### config.mk
export PLATFORM = sky130hd
export DESIGN_NAME = uart_rx_core_flat
export DESIGN_NICKNAME = d
export VERILOG_FILES = /design/src/rtl/uart_pkg.sv /design/src/rtl/uart_rx_core_if.sv /design/src/rtl/uart_baud_gen.sv /design/src/rtl/uart_rx_core.sv /design/src/flat_wrapper.sv
export SDC_FILE = /design/constraint.sdc
export NUM_CORES = 1
export LEC_CHECK = 0
export ABC_CLOCK_PERIOD_IN_PS = 3100
export BUFFER_PORTS_ARGS = -buffer_cell sky130_fd_sc_hd__buf_2
export CAP_MARGIN = 20
export CORE_MARGIN = 3
export CORE_UTILIZATION = 63
export CTS_CLUSTER_DIAMETER = 30
export CTS_CLUSTER_SIZE = 8
export DETAILED_ROUTE_END_ITERATION = 8
export PLACE_DENSITY = 0.84
export SLEW_MARGIN = 20
export SYNTH_ARGS = -nofsm -noshare
export SYNTH_HDL_FRONTEND = slang
export SYNTH_SLANG_ARGS = --single-unit
### constraint.sdc
create_clock -name clk -period 3.1 [get_ports clk]
set_clock_uncertainty 0.15 [all_clocks]
set_input_delay 0.31 -clock clk [delete_from_list [all_inputs] [get_ports clk]]
set_output_delay 0.31 -clock clk [all_outputs]
set_load 0.02 [all_outputs]
### src/rtl/uart_pkg.sv
// uart_pkg: shared UART receiver types, parity-mode constants, default 50 MHz / 115200 baud timing
package uart_pkg;
  typedef enum logic [2:0] {S_IDLE, S_START, S_DATA, S_PARITY, S_STOP, S_BREAK} rx_state_e;
  localparam logic PAR_EVEN = 1'b0;
  localparam logic PAR_ODD  = 1'b1;
  localparam int SYS_CLK_HZ  = 50_000_000;
  localparam int BAUD_DEF    = 115_200;
  localparam int OVS_DEF     = 16;
  localparam int CLK_DIV_DEF = SYS_CLK_HZ / (BAUD_DEF * OVS_DEF);
  function automatic int clog2(input int v);
    int r;
    r = 0;
    while ((1 << r) < v) r++;
    return r;
  endfunction
endpackage

### src/rtl/uart_rx_core_if.sv
// uart_rx_core_if: received-word valid/ready channel with per-word error flags and overrun pulse
interface uart_rx_core_if #(parameter int DATA_W = 8);
  logic [DATA_W-1:0] rx_data;
  logic              rx_valid;
  logic              rx_ready;
  logic              rx_perr;
  logic              rx_ferr;
  logic              rx_overrun;
  modport master (output rx_data, rx_valid, rx_perr, rx_ferr, rx_overrun, input rx_ready);
  modport slave  (input rx_data, rx_valid, rx_perr, rx_ferr, rx_overrun, output rx_ready);
endinterface

### src/rtl/uart_baud_gen.sv
// uart_baud_gen: divides clk by CLK_DIV into a one-cycle oversample tick; clr_i restarts the count
module uart_baud_gen
  import uart_pkg::*;
#(
  parameter int CLK_DIV = CLK_DIV_DEF
) (
  input  logic clk,
  input  logic rst,
  input  logic clr_i,
  output logic tick_o
);
  localparam int CW = CLK_DIV > 1 ? clog2(CLK_DIV) : 1;
  logic [CW-1:0] cnt_q;
  assign tick_o = cnt_q == CW'(CLK_DIV - 1);
  always_ff @(posedge clk or posedge rst)
    if (rst) cnt_q <= '0;
    else if (clr_i || tick_o) cnt_q <= '0;
    else cnt_q <= cnt_q + CW'(1);
endmodule

### src/rtl/uart_rx_core.sv
// uart_rx_core: oversampling UART receiver with optional parity, framing/overrun flags and a one-word buffer.
// Define UART_RX_MAJORITY_EN to vote each sample over three consecutive ticks ending at the mid-bit tick.
module uart_rx_core
  import uart_pkg::*;
#(
  parameter int DATA_W    = 8,
  parameter int CLK_DIV   = CLK_DIV_DEF,
  parameter int OVS       = OVS_DEF,
  parameter int STOP_BITS = 1
) (
  input  logic clk,
  input  logic rst,
  input  logic rxd_i,
  input  logic cfg_parity_en_i,
  input  logic cfg_parity_odd_i,
  output logic busy_o,
  uart_rx_core_if.master rx_if
);
  localparam int PW = clog2(OVS);
  localparam int BW = clog2(DATA_W + 1);
  localparam logic [PW-1:0] MID  = PW'(OVS / 2 - 1);
  localparam logic [PW-1:0] LAST = PW'(OVS - 1);
  rx_state_e         state_q;
  logic              rxd_m_q, rxd_s_q;
  logic [PW-1:0]     phase_q;
  logic [BW-1:0]     cnt_q;
  logic [DATA_W-1:0] shift_q, data_q;
  logic              par_en_q, par_odd_q, perr_q, ferr_q, done_q;
  logic              valid_q, out_perr_q, out_ferr_q, ovr_q;
  logic              tick, clr, samp, sample_d;
  always_ff @(posedge clk or posedge rst)
    if (rst) {rxd_m_q, rxd_s_q} <= 2'b11;
    else {rxd_m_q, rxd_s_q} <= {rxd_i, rxd_m_q};
  assign clr = state_q == S_IDLE && !rxd_s_q;
  uart_baud_gen #(.CLK_DIV(CLK_DIV)) u_baud (.clk(clk), .rst(rst), .clr_i(clr), .tick_o(tick));
`ifdef UART_RX_MAJORITY_EN
  logic [1:0] hist_q;
  always_ff @(posedge clk or posedge rst)
    if (rst) hist_q <= 2'b11;
    else if (tick) hist_q <= {hist_q[0], rxd_s_q};
  assign sample_d = (hist_q[1] & hist_q[0]) | (hist_q[1] & rxd_s_q) | (hist_q[0] & rxd_s_q);
`else
  assign sample_d = rxd_s_q;
`endif
  // START samples at its mid point; every later state samples one full bit after entry
  assign samp = tick && phase_q == (state_q == S_START ? MID : LAST);
  always_ff @(posedge clk or posedge rst)
    if (rst) begin
      state_q   <= S_IDLE;
      phase_q   <= '0;
      cnt_q     <= '0;
      shift_q   <= '0;
      par_en_q  <= 1'b0;
      par_odd_q <= PAR_EVEN;
      perr_q    <= 1'b0;
      ferr_q    <= 1'b0;
      done_q    <= 1'b0;
    end else begin
      done_q <= 1'b0;
      if (tick) phase_q <= phase_q == LAST ? '0 : phase_q + PW'(1);
      case (state_q)
        S_IDLE: if (!rxd_s_q) begin
          state_q   <= S_START;
          phase_q   <= '0;
          cnt_q     <= '0;
          par_en_q  <= cfg_parity_en_i;
          par_odd_q <= cfg_parity_odd_i;
          perr_q    <= 1'b0;
          ferr_q    <= 1'b0;
        end
        S_START: if (samp) begin
          state_q <= sample_d ? S_IDLE : S_DATA;
          phase_q <= '0;
        end
        S_DATA: if (samp) begin
          shift_q <= {sample_d, shift_q[DATA_W-1:1]};
          cnt_q   <= cnt_q + BW'(1);
          if (cnt_q == BW'(DATA_W - 1)) begin
            state_q <= par_en_q ? S_PARITY : S_STOP;
            phase_q <= '0;
            cnt_q   <= '0;
          end
        end
        S_PARITY: if (samp) begin
          perr_q  <= (^shift_q ^ sample_d) != par_odd_q;
          state_q <= S_STOP;
          phase_q <= '0;
        end
        S_STOP: if (samp) begin
          ferr_q <= ferr_q | ~sample_d;
          cnt_q  <= cnt_q + BW'(1);
          if (cnt_q == BW'(STOP_BITS - 1)) begin
            done_q  <= 1'b1;
            state_q <= rxd_s_q ? S_IDLE : S_BREAK;
            phase_q <= '0;
            cnt_q   <= '0;
          end
        end
        S_BREAK: if (rxd_s_q) begin
          state_q <= S_IDLE;
          phase_q <= '0;
        end
        default: state_q <= S_IDLE;
      endcase
    end
  // An accept in the delivery cycle frees the buffer, so the new word loads instead of overrunning
  always_ff @(posedge clk or posedge rst)
    if (rst) begin
      data_q     <= '0;
      valid_q    <= 1'b0;
      out_perr_q <= 1'b0;
      out_ferr_q <= 1'b0;
      ovr_q      <= 1'b0;
    end else begin
      ovr_q <= done_q && valid_q && !rx_if.rx_ready;
      if (done_q && (!valid_q || rx_if.rx_ready)) begin
        data_q     <= shift_q;
        out_perr_q <= perr_q;
        out_ferr_q <= ferr_q;
        valid_q    <= 1'b1;
      end else if (valid_q && rx_if.rx_ready) valid_q <= 1'b0;
    end
  assign busy_o           = state_q != S_IDLE;
  assign rx_if.rx_data    = data_q;
  assign rx_if.rx_valid   = valid_q;
  assign rx_if.rx_perr    = out_perr_q;
  assign rx_if.rx_ferr    = out_ferr_q;
  assign rx_if.rx_overrun = ovr_q;
endmodule

### src/flat_wrapper.sv
// flat-port wrapper written by rule: the top's interface ports become plain ports
module uart_rx_core_flat import uart_pkg::*;
#(
  parameter int DATA_W    = 8,
  parameter int CLK_DIV   = CLK_DIV_DEF,
  parameter int OVS       = OVS_DEF,
  parameter int STOP_BITS = 1
)
  (clk, rst, rxd_i, cfg_parity_en_i, cfg_parity_odd_i, busy_o, rx_if_rx_data, rx_if_rx_valid, rx_if_rx_perr, rx_if_rx_ferr, rx_if_rx_overrun, rx_if_rx_ready);
  uart_rx_core_if #(.DATA_W(DATA_W)) rx_if_i ();
  input  logic clk;
  input  logic rst;
  input  logic rxd_i;
  input  logic cfg_parity_en_i;
  input  logic cfg_parity_odd_i;
  output logic busy_o;
  output wire logic [$bits(rx_if_i.rx_data)-1:0] rx_if_rx_data;
  output wire logic [$bits(rx_if_i.rx_valid)-1:0] rx_if_rx_valid;
  output wire logic [$bits(rx_if_i.rx_perr)-1:0] rx_if_rx_perr;
  output wire logic [$bits(rx_if_i.rx_ferr)-1:0] rx_if_rx_ferr;
  output wire logic [$bits(rx_if_i.rx_overrun)-1:0] rx_if_rx_overrun;
  input wire logic [$bits(rx_if_i.rx_ready)-1:0] rx_if_rx_ready;
  assign rx_if_rx_data = rx_if_i.rx_data;
  assign rx_if_rx_valid = rx_if_i.rx_valid;
  assign rx_if_rx_perr = rx_if_i.rx_perr;
  assign rx_if_rx_ferr = rx_if_i.rx_ferr;
  assign rx_if_rx_overrun = rx_if_i.rx_overrun;
  assign rx_if_i.rx_ready = rx_if_rx_ready;
  uart_rx_core #(.DATA_W(DATA_W), .CLK_DIV(CLK_DIV), .OVS(OVS), .STOP_BITS(STOP_BITS)) u_core (.clk(clk), .rst(rst), .rxd_i(rxd_i), .cfg_parity_en_i(cfg_parity_en_i), .cfg_parity_odd_i(cfg_parity_odd_i), .busy_o(busy_o), .rx_if(rx_if_i));
endmodule
==> flow_metrics.env <==
export IMPL_top_layer="met4"
export IMPL_yosys_warnings=0
export IMPL_startpoint_type="flop"
export IMPL_crit_fanout=8
export IMPL_synth_edff_count=0
export IMPL_diodes=0
export IMPL_met1_length_mm=1.64
export IMPL_synthCells=189
export IMPL_synthesis_nets=200
export IMPL_dieArea_um2=4130
export IMPL_drv_slew=0
export IMPL_core_area_um2=3150
export IMPL_wl_met2_mm=1.91
export IMPL_cp_slowest_stage_delay_ns=0.43
export IMPL_fill_cells=233
export IMPL_worstMarginPinSlew_ns=0.517
export IMPL_ys_seq_area_share_pct=50.5
export IMPL_nets=225
export IMPL_clk_pin_slew_ns=0.13
export IMPL_status="finished, final reports clean"
export IMPL_final_common_cell="dfrtp_1"
export IMPL_io_buffers=18
export IMPL_synth_distinct_cells=42
export IMPL_arrival_ns=2.22
export IMPL_antenna_found_initial=0
export IMPL_hold_violations=0
export IMPL_vias=1463
export IMPL_grt_ovfl_total=0
export IMPL_whs_ns=0.0367
export IMPL_start_util_pct=67.8
export IMPL_slowest_stage="dfrtp_1"
export IMPL_grt_usage_pct=20.7
export IMPL_io_pin_count=19
export IMPL_viasPerCell=5.65
export IMPL_grt_pass1_vias=1446
export IMPL_async_flop_share_pct=100
export IMPL_cts_resized_gates=0
export IMPL_fin_crit_ns=2.13
export IMPL_drt_iter0_drc=112
export IMPL_cts_buffers=5
export IMPL_relSlewSlack_pct=65.6
export IMPL_grt_max_degree=44
export IMPL_rsz0062_at_grt="no"
export IMPL_vdd_drop_max_mv=0.351
export IMPL_path_buf_inv=1
export IMPL_fmax_ghz=0.470
export IMPL_placementRows=20
export IMPL_critPathCaptureType="flop"
export IMPL_worstSetupPathType="flop to flop"
export IMPL_layout_common_cells="dfrtp_1 (41), mux2_2 (21), nand2_1 (20), buf_2 (18), nor2_1 (15)"
export IMPL_period_share_pct=68.6
export IMPL_hold_path_class="input port to flop"
export IMPL_gp_congestion=0.861
export IMPL_htree_num_levels=2
export IMPL_ys_ff_latch=43
export IMPL_tns_ns=0
export IMPL_critical_path_top_delay_family="simple AND/OR/NAND/NOR gates"
export IMPL_drive_gt1_share_pct=27.4
export IMPL_cts_tree="yes"
export IMPL_setup_viol=0
export IMPL_p_leak_nw=1.13
export IMPL_areaGrowthSynthToFinish_pct=8.90
export IMPL_wl_met3_um=175
export IMPL_routed_wl_mm=3.79
export IMPL_pwr_density_cell_nw_per_um2=367
export IMPL_cts_root_buf="clkbuf_4"
export IMPL_required_ns=3.19
export IMPL_clk_path_buf_depth=2
export IMPL_drv_cap=0
export IMPL_dpl_hpwl_mm=2.83
export IMPL_synthFlopType="dfrtp_1"
export IMPL_die_w_um=64.2
export IMPL_crit_chain="inv_1 > ha_1 > and4b_1 > and3_4 > nand2_4 > nor2_8 > mux2_2"
export IMPL_clock_sinks=43
export IMPL_route_detailed_drc=0
export IMPL_grt_pass1_wl_mm=6.66
export IMPL_avgSynthCellArea_um2=11.3
export IMPL_syn_cell_area_um2=2140
export IMPL_drt_first_pass_iters=4
export IMPL_die_h_um=64.2
export IMPL_clock_latency_ns=0.35
export IMPL_postRouteAntennaNets=0
export IMPL_avgRoutedWirePerCell_um=14.6
[layout make-up]
cell class	instances	area, um2	area share [%]
clock buffers	6	41.3	1.77
clock inverters	2	12.5	0.538
well taps	44	55.1	2.37
repair buffers	21	118	5.05
multi-input cells	136	996	42.8
inverters	7	26.3	1.13
flip-flops and latches	43	1080	46.3
[what timing repair did]
action,4_1_cts,5_1_grt
hold buffers,2,0
setup buffers,0,0
hold endpoints to repair,42,0
[registers in the layout, indices dropped and copies added (netlist names), 3 cells and up]
| register | count |
|---|---|
| u_core.u_baud.cnt_q | 5 |
| u_core.cnt_q | 4 |
| u_core.phase_q | 4 |
| u_core.rx_if.rx_data | 8 |
| u_core.state_q | 3 |
| u_core.shift_q | 8 |
[Yosys cell counts (all sizes together), types with 2 or more instances]
cell type | n | area share (%)
dfrtp | 41 | 48
nor3 | 3 | 0.70
a21oi | 9 | 2.1
dfstp | 2 | 2.5
inv | 7 | 1.2
a31oi | 3 | 1.6
nand2b | 2 | 0.59
nand3b | 2 | 0.70
nor3b | 2 | 0.94
and3 | 3 | 1.1
mux2 | 21 | 11
xor2 | 4 | 1.6
nor2 | 16 | 3.6
o21ai | 8 | 1.9
nor2b | 3 | 0.88
nand2 | 21 | 4.0
xnor2 | 11 | 4.5
buf | 2 | 1.1
ha | 5 | 2.9
nand3 | 8 | 2.1
[where the power goes]
part           leakage [nW]  switching [mW]  internal [mW]
combinational         0.535          0.0150         0.0103
sequential            0.565         0.00259          0.565
clock                0.0282           0.174         0.0876
total                  1.13           0.192          0.662
[final timing paths]
| kind | endpoint | start | slack, ns | cells after the start |
|---|---|---|---|---|
| min | u_core.par_en_q | cfg_parity_en_i | 0.04 | 2 |
| max reg2reg | u_core.shift_q[2] | u_core.u_baud.cnt_q[0] | 0.97 | 7 |
| max | u_core.shift_q[2] | u_core.u_baud.cnt_q[0] | 0.97 | 7 |
| min reg2reg | u_core.rxd_s_q | u_core.rxd_m_q | 0.21 | 0 |
| max in group asynchronous | u_core.rxd_s_q | rst | 1.98 | 4 |
| min in group asynchronous | u_core.rx_if.rx_data[4] | rst | 0.46 | 4 |
[cell families (layout without fill, tap and decap cells)]
kind of cell	after synthesis	after routing	synth area share (%)
simple gates	66	66	17.0
mux	22	22	11.5
buf+inv	10	36	2.93
xor+xnor	15	15	6.15
fa+ha+maj	5	5	2.93
compound gates	28	28	8.96
flops	43	43	50.5
[metal layers]
layer  vias to the layer above  global-route usage (%)
li1                        710                       -
met5                         -                       0
met2                        44                    33.8
met3                         8                    5.10
met1                       701                    27.1
met4                         0                    6.60
[through the flow]
| step | cells | worst slack [ns] | util (%) | area [um2] | power (mW) |
|---|---|---|---|---|---|
| global route | 259 | 0.874 | 73.8 | 2330 | 0.892 |
| floorplan | 189 | 1.19 | - | 2140 | 0.594 |
| detailed placement | 249 | 0.997 | 71.5 | 2250 | 0.602 |
| global placement | 249 | 1.06 | 71.5 | 2250 | 0.601 |
| finish | 259 | 0.973 | 73.8 | 2330 | 0.854 |
| CTS | 259 | 0.979 | 73.8 | 2330 | 0.864 |
No activity file was read; power rests on OpenSTA's default activity.
